[config.mk]
export PLATFORM = sky130hd
export DESIGN_NAME = up_counter_seq_ctrl
export DESIGN_NICKNAME = d
export VERILOG_FILES = /design/src/rtl/up_counter_seq_pkg.sv /design/src/rtl/up_counter_core.sv /design/src/rtl/up_counter_seq_ctrl.sv
export SDC_FILE = /design/constraint.sdc
export NUM_CORES = 1
export LEC_CHECK = 0
export CORE_MARGIN = 2
export CORE_UTILIZATION = 40
export DETAILED_ROUTE_END_ITERATION = 10
export PLACE_DENSITY = 0.66
export SLEW_MARGIN = 10
export SYNTH_ARGS = -nofsm -noshare
export SYNTH_HDL_FRONTEND = slang
export SYNTH_SLANG_ARGS = --single-unit
export TNS_END_PERCENT = 20
[constraint.sdc]
create_clock -name clk -period 4.5 [get_ports clk]
set_input_delay 0.45 -clock clk [delete_from_list [all_inputs] [get_ports clk]]
set_output_delay 0.45 -clock clk [all_outputs]
set_load 0.02 [all_outputs]
[src/rtl/up_counter_seq_pkg.sv]
// up_counter_seq_pkg: shared types for the up-counter sweep sequencer.
// Holds the FSM state enum, default widths and the sweep descriptor.
package up_counter_seq_pkg;

    localparam int CNT_W  = 5;
    localparam int REPS_W = 4;

    typedef enum logic [1:0] {
        IDLE,
        LOAD,
        RUN,
        DONE
    } seq_state_e;

    typedef struct packed {
        logic [CNT_W-1:0]  start;
        logic [CNT_W-1:0]  end_;
        logic [REPS_W-1:0] reps;
    } seq_desc_t;

endpackage

[src/rtl/up_counter_core.sv]
// up_counter_core: WIDTH-bit up-counter, sync reset/load/enable.
// Ports: clk, reset, load+load_val, en, end_val -> cnt, eq_end.
module up_counter_core
    import up_counter_seq_pkg::*;
#(
    parameter int WIDTH = CNT_W
) (
    input  logic             clk,
    input  logic             reset,
    input  logic             load,
    input  logic [WIDTH-1:0] load_val,
    input  logic             en,
    input  logic [WIDTH-1:0] end_val,
    output logic [WIDTH-1:0] cnt,
    output logic             eq_end
);

    always_ff @(posedge clk) begin
        if (reset) begin
            cnt <= '0;
        end else if (load) begin
            cnt <= load_val;
        end else if (en) begin
            cnt <= cnt + WIDTH'(1);
        end
    end

    assign eq_end = (cnt == end_val);

endmodule

[src/rtl/up_counter_seq_ctrl.sv]
// up_counter_seq_ctrl: sweep sequencer driving up_counter_core.
// Ports: cfg_* descriptor handshake, pause, abort -> cnt_out,
// cnt_valid, busy, done, aborted. Optional UP_CNT_SEQ_PASS_IDX_EN
// adds pass_idx (0-based index of the current pass).
module up_counter_seq_ctrl
    import up_counter_seq_pkg::*;
#(
    parameter int WIDTH = CNT_W,
    parameter int REP_W = REPS_W
) (
    input  logic             clk,
    input  logic             reset,
    input  logic             cfg_valid,
    output logic             cfg_ready,
    input  logic [WIDTH-1:0] cfg_start,
    input  logic [WIDTH-1:0] cfg_end,
    input  logic [REP_W-1:0] cfg_reps,
    input  logic             pause,
    input  logic             abort,
    output logic [WIDTH-1:0] cnt_out,
    output logic             cnt_valid,
    output logic             busy,
    output logic             done,
`ifdef UP_CNT_SEQ_PASS_IDX_EN
    output logic [REP_W-1:0] pass_idx,
`endif
    output logic             aborted
);

    seq_state_e       state_q;
    seq_state_e       state_d;
    seq_desc_t        desc_q;
    logic [REP_W-1:0] rep_left_q;
    logic             aborted_q;

    logic accept;
    logic init;
    logic reload;
    logic ab_evt;
    logic ld;
    logic en;
    logic eq_end;

    up_counter_core #(
        .WIDTH (WIDTH)
    ) u_core (
        .clk      (clk),
        .reset    (reset),
        .load     (ld),
        .load_val (desc_q.start),
        .en       (en),
        .end_val  (desc_q.end_),
        .cnt      (cnt_out),
        .eq_end   (eq_end)
    );

    always_comb begin
        state_d = state_q;
        accept  = 1'b0;
        init    = 1'b0;
        reload  = 1'b0;
        ab_evt  = 1'b0;
        en      = 1'b0;
        unique case (state_q)
            IDLE: begin
                if (cfg_valid) begin
                    accept  = 1'b1;
                    state_d = LOAD;
                end
            end
            LOAD: begin
                if (abort) begin
                    ab_evt  = 1'b1;
                    state_d = IDLE;
                end else begin
                    init    = 1'b1;
                    state_d = RUN;
                end
            end
            RUN: begin
                // abort outranks pause and terminal count
                if (abort) begin
                    ab_evt  = 1'b1;
                    state_d = IDLE;
                end else if (!pause) begin
                    if (!eq_end) begin
                        en = 1'b1;
                    end else if (rep_left_q != '0) begin
                        reload = 1'b1;
                    end else begin
                        state_d = DONE;
                    end
                end
            end
            DONE: begin
                state_d = IDLE;
            end
            default: begin
                state_d = IDLE;
            end
        endcase
    end

    assign ld = init | reload;

    always_ff @(posedge clk) begin
        if (reset) begin
            state_q    <= IDLE;
            desc_q     <= '0;
            rep_left_q <= '0;
            aborted_q  <= 1'b0;
        end else begin
            state_q   <= state_d;
            aborted_q <= ab_evt;
            if (accept) begin
                desc_q.start <= cfg_start;
                desc_q.end_  <= cfg_end;
                desc_q.reps  <= cfg_reps;
            end
            if (init) begin
                rep_left_q <= desc_q.reps;
            end else if (reload) begin
                rep_left_q <= rep_left_q - REP_W'(1);
            end
        end
    end

`ifdef UP_CNT_SEQ_PASS_IDX_EN
    always_ff @(posedge clk) begin
        if (reset || init) begin
            pass_idx <= '0;
        end else if (reload) begin
            pass_idx <= pass_idx + REP_W'(1);
        end
    end
`endif

    assign cfg_ready = (state_q == IDLE);
    assign busy      = (state_q != IDLE);
    assign done      = (state_q == DONE);
    assign cnt_valid = (state_q == RUN) && !pause && !abort;
    assign aborted   = aborted_q;

endmodule

==> qor.txt, run 1 <==
Root Driver -> clkbuf_4
Worst Path Max Fanout -> 7
Async SR Flop Fraction -> 0
Antenna diodes -> 0
Max cap viols -> 0
Yosys top cell area share -> 0.4008
Worst flop-to-flop path endpoint -> u_core.cnt[1]
Synth area leader -> dfxtp_1
Initial Util -> 0.4220
Setup violations, final -> 0
First-pass detailed-route iteration total -> 4
YS warnings -> 0
Total Routing Usage GR -> 0.1811
Hold depth -> 2
Gpl congestion -> 0.8404
Global Route met2 Usage -> 0.3118
Vias per cell -> 5.203
Share of layout cells above drive strength 1 -> 0.04787
Rel. slew slack -> 0.4154
P_leak -> 0.6474 nW
Clk buf depth -> 2
Power Density -> 309.6 nW/um^2
Vias in the first global route -> 1158
First-pass GRT wire length -> 5002 um
HP Class -> reg2reg
Pre-CTS setup slack -> 1.843 ns
CP max stage cell -> clkdlybuf4s50_1
Die Area -> 3719 um^2
Initial antenna violation count -> 0
Worst reg2reg startpoint -> state_q[0]
Final setup skew -> 0.007811 ns
Sequential cell area -> 520.5 um^2
Core Util, Final -> 0.5366
Grt ovf -> 0
Post-synth EDFFs -> 0
I/O pin total -> 29
WHS Endpoint -> desc_q[13]
Element type at the critical path end -> output port
Hold-fix buffers at CTS -> 0
Crit path kind -> in2out
CP max stage delay -> 0.65 ns
Via count -> 1207
Final wirelength -> 2915 um
CTS Buf Count -> 3
CTS H-tree lvls -> 1
DRC -> 0
Worst Slack Setup Final -> 1.873 ns
Post-CTS Setup Inserts -> 0
Synth area leaders -> dfxtp_1, nand2_1, a21oi_1, ha_1, inv_1
Slew @ Worst Pin -> 0.8737 ns
Largest net degree at the start of global routing -> 23
Mapped Area -> 1299 um^2
DR iter-0 viols -> 75
Hold Slack -> 0.4648 ns
Routed WL per cell -> 12.56 um
Outcome -> completed
Fin nets -> 214
Hold_sp -> desc_q[13]
Yosys reg bits -> 26
FF-to-FF setup slack -> 2.27 ns
Worst-Skew Late Latency -> 0.32 ns
Fmax -> 380.7 MHz
Buffers on Ports -> 28
Final Hold Viols -> 0
RSZ-0062 raised after global routing -> false
DRT antenna net count -> 0
Met3 Usage GRT -> 0.02772
Die W -> 60.98 um
Placeable core region -> 3078 um^2
Slew Limit Fails -> 0
Multi-input logic area -> 721.9 um^2
CTS resizes -> 0
Cells after Synth -> 161
Final worst-path cycle share -> 0.5838
Main synth FF type -> dfxtp_1
Met1 usage -> 0.2224
Arrival @ worst endpoint -> 2.18 ns
CP startpoint kind -> input pin
Seq/Total Area, Yosys -> 0.4008
Fillcell total -> 314
Core Rows -> 20
GRT Max-Usage Layer -> met2
CTS sink cnt -> 26
Cell chain of the critical path -> clkdlybuf4s50_1 -> nand2b_1 -> nand2b_1 -> inv_1 -> clkdlybuf4s50_1
Final setup TNS -> 0 ns
Maximum vdd drop -> 0.0001380 V
Clk slew on worst S/H paths -> 0.14 ns
Min cycle time layout -> 2.627 ns
Reg2Reg Depth -> 9
Detailed placement HPWL -> 2174 um
Die height -> 60.98 um
Synthesized Nets -> 186
Average size of a mapped cell -> 8.067 um^2
Critical path data required time -> 4.05 ns
P&R area growth vs syn -> 27.17%
Synth unique cells -> 35
TritonCTS clock tree -> yes
[per-stage QoR]
| stage | total power [mW] | std cells | area [um^2] |
|---|---|---|---|
| after floorplan | 0.3501 | 161 | 1299 |
| after global placement | 0.3978 | 228 | 1615 |
| after detailed placement | 0.4008 | 228 | 1615 |
| after CTS | 0.5175 | 232 | 1652 |
| after global routing | 0.5435 | 232 | 1652 |
| final | 0.5113 | 232 | 1652 |
[flip-flops by register name (all words and copies together) (netlist names)]
| signal | flops |
|---|---|
| u_core.cnt | 5 |
| aborted | 1 |
| state_q | 2 |
| rep_left_q | 4 |
| desc_q | 14 |
[power by group]
group | internal (mW) | switching, mW | leakage (nW) | total (mW)
clock | 0.0495 | 0.0662 | 0.0210 | 0.116
combinational | 0.0591 | 0.0746 | 0.414 | 0.134
sequential | 0.247 | 0.0149 | 0.213 | 0.262
total | 0.356 | 0.156 | 0.647 | 0.511
[routing by layer]
layer  up-vias  share of wire
li1        614              -
met1       553           0.45
met2        35           0.49
met3         5          0.045
met4         0          0.016
met5         -              0
[final cells by class]
type                    count  share of cell area
flip-flops and latches     26              0.3152
well taps                  44             0.03333
repair buffers             28              0.1697
inverters                  10             0.02273
clock buffers               4             0.02197
multi-input cells         120              0.4371
[worst max path at each step]
| stage | start | cells after the start | to |
|---|---|---|---|
| final | abort | 5 | cnt_valid |
| after global routing | abort | 5 | cnt_valid |
| after CTS | abort | 5 | cnt_valid |
| after detailed placement | abort | 8 | u_core.cnt[1] |
| after global placement | abort | 5 | cnt_valid |
| after floorplan | state_q[0] | 9 | rep_left_q[3] |
[critical path: cells and delay by family]
family / cells / cell delay, ns
buffers and inverters: 3 / 1.32
AND/OR/NAND/NOR: 2 / 0.41
[cells in the final DEF, fill, tap and decap left out, drive strengths merged, types with 6 or more instances in the layout]
cell type	synthesis	routed
dfxtp	26	26
nor2	8	8
nand2	34	34
inv	10	10
o21ai	6	6
a21oi	23	23
clkdlybuf4s50	0	28
ha	6	6
[kinds of logic after synthesis]
logic type,share of synthesized area
flops,0.4008
buf+inv,0.04335
xor+xnor,0.05394
fa+ha+maj,0.05780
simple gates,0.2428
mux,0.007707
compound gates,0.1936
[synth_stat cells (all sizes together) (2+ instances only)]
cell	count
xnor2	4
nand2	34
a211oi	3
xor2	4
a21oi	23
ha	6
and3	2
o21ai	6
a31oi	3
dfxtp	26
and2	2
nor4b	2
nand4	2
clkbuf	4
nor2	8
inv	10
nand2b	3
nor4	4
Power figures use the tool's default switching activity.
==> run 2, diff against run 1 <==
- PLACE_DENSITY: 0.66 -> 0.68
- clock period: 4.5 -> 2.3 ns (I/O delays scaled with it)
==> run 2 against run 1 <==
- clock-buffer cell count did not move
- routed wire length is 0.17% lower
- flip-flop and latch count unchanged
- power rose by 99%
- sequential share of layout area decreased by 0.95 points
- combinational power rose by 110%
- hold slack worse by 0.021 ns
- register-to-register slack got worse by 2.1 ns
- worst setup slack lost 1.7 ns
- global-route usage down 1.0 points
- largest power group unchanged
- largest cell class unchanged
==> qor.txt, run 2 (synthesis results as in run 1) <==
Core Util, Final -> 0.5533
Max FFs per register -> 14
CP max stage delay -> 0.43 ns
Most common cell after layout, fill and taps aside -> nand2_1
Maximum vdd drop -> 0.0003389 V
Routed WL per cell -> 12.18 um
Final worst-path cycle share -> 0.9126
Vias per cell -> 5.134
Dpl cells -> 235
Final setup skew -> 0.001116 ns
Worst Path Max Fanout -> 7
Slew Limit Fails -> 0
Slew @ Worst Pin -> 0.5519 ns
CP Buf/Inv Count -> 2
Via count -> 1227
Largest net degree at the start of global routing -> 22
Rel. slew slack -> 0.6313
Crit path max-delay family -> simple AND/OR/NAND/NOR gates
Fmax -> 476.4 MHz
DRT antenna net count -> 0
CP startpoint kind -> flop
P_leak -> 0.6833 nW
DR iter-0 viols -> 38
Top Registers -> desc_q (14), u_core.cnt (5), rep_left_q (4)
Final Hold Viols -> 0
Detailed placement HPWL -> 2249 um
Die W -> 60.98 um
DRC -> 0
Crit path kind -> reg2reg
Placeable core region -> 3078 um^2
Setup violations, final -> 0
Outcome -> completed
Clk buf depth -> 2
Final setup TNS -> 0 ns
First-pass detailed-route iteration total -> 4
Cell chain of the critical path -> inv_1 -> ha_1 -> nand2b_1 -> nand2b_1 -> inv_2 -> and2_1 -> nand3_2 -> or4_1 -> a31oi_1
Die Area -> 3719 um^2
Critical path data required time -> 2.56 ns
Initial Util -> 0.4220
Share of layout cells above drive strength 1 -> 0.08718
HP Class -> in2reg
Worst-Skew Late Latency -> 0.31 ns
TritonCTS clock tree -> yes
Fin nets -> 221
Root Driver -> clkbuf_4
CP max stage cell -> or4_1
Element type at the critical path end -> flop
Antenna diodes -> 0
Buffers on Ports -> 28
First-pass GRT wire length -> 4830 um
Arrival @ worst endpoint -> 2.35 ns
Min cycle time layout -> 2.099 ns
Non-Filler Instances -> 239
RSZ-0062 raised after global routing -> false
Vias in the first global route -> 1191
Register bank with the most flops -> desc_q
Max cap viols -> 0
CP dominant cell by count -> nand2b_1
Initial antenna violation count -> 0
Most frequent cells in the layout -> nand2_1, clkdlybuf4s50_1, dfxtp_1
Total Routing Usage GR -> 0.1707
Gpl congestion -> 0.7811
Die height -> 60.98 um
CTS Buf Count -> 3
Power Density -> 598.6 nW/um^2
Clk slew on worst S/H paths -> 0.13 ns
Core Rows -> 20
I/O pin total -> 29
P&R area growth vs syn -> 31.12%
Final wirelength -> 2910 um
CTS H-tree lvls -> 1
Hold-fix buffers at CTS -> 0
CTS sink cnt -> 26
Grt ovf -> 0
Hold Slack -> 0.4435 ns
## run 2: cell count changes in the layout (fill, tap and decap cells not counted)
cell             previous run  this run
inv_2                       0         1
buf_4                       0         7
clkdlybuf4s50_1            28        27
inv_1                      10         9
dlygate4sd2_1               0         1
## run 2: cell type report
class,count,area (um^2)
clock buffer,4,36.28
fill,301,1375
inverter,10,37.54
multi-input combinational,120,721.9
sequential,26,520.5
tap,44,55.05
timing repair buffer,35,331.6
## run 2: power breakdown
| part | internal (mW) | switching (mW) | leakage, nW | total, mW |
|---|---|---|---|---|
| clock network | 0.0967 | 0.128 | 0.0210 | 0.224 |
| logic | 0.134 | 0.152 | 0.450 | 0.286 |
| registers | 0.483 | 0.0263 | 0.213 | 0.509 |
## run 2: stage by stage
stage	instance area, um^2	power (mW)	worst slack [ns]
2_1_floorplan	1299	0.6851	0.2863
4_1_cts	1703	1.030	0.1706
3_5_place_dp	1668	0.8044	0.1058
3_3_place_gp	1668	0.7997	0.1589
5_1_grt	1703	1.084	0.03819
6_report	1703	1.019	0.2010
## run 2: final timing paths
kind	start	endpoint	slack, ns	depth (start not counted)
max	state_q[0]	rep_left_q[3]	0.20	9
min	cfg_end[1]	desc_q[5]	0.44	3
min reg2reg	desc_q[11]	desc_q[11]	0.47	2
max reg2reg	state_q[0]	rep_left_q[3]	0.20	9
## run 2: per-layer routing
| metal | up-vias | track usage | part of all wire |
|---|---|---|---|
| met5 | - | 0 | 0 |
| met4 | 0 | 0.06211 | 0.0093 |
| li1 | 627 | - | - |
| met3 | 4 | 0.02132 | 0.041 |
| met1 | 567 | 0.2086 | 0.45 |
| met2 | 29 | 0.3057 | 0.50 |
## run 2: what timing repair did
item | 4_1_cts | 5_1_grt
gates resized for setup | 1 | 1
buffers inserted | 0 | 0
endpoints found under the setup margin | 1 | 1
## run 2: tightest hold or removal path, stage by stage
cell and delay (ns):
clkdlybuf4s50_1 0.40, nand2_1 0.05, a21oi_1 0.05
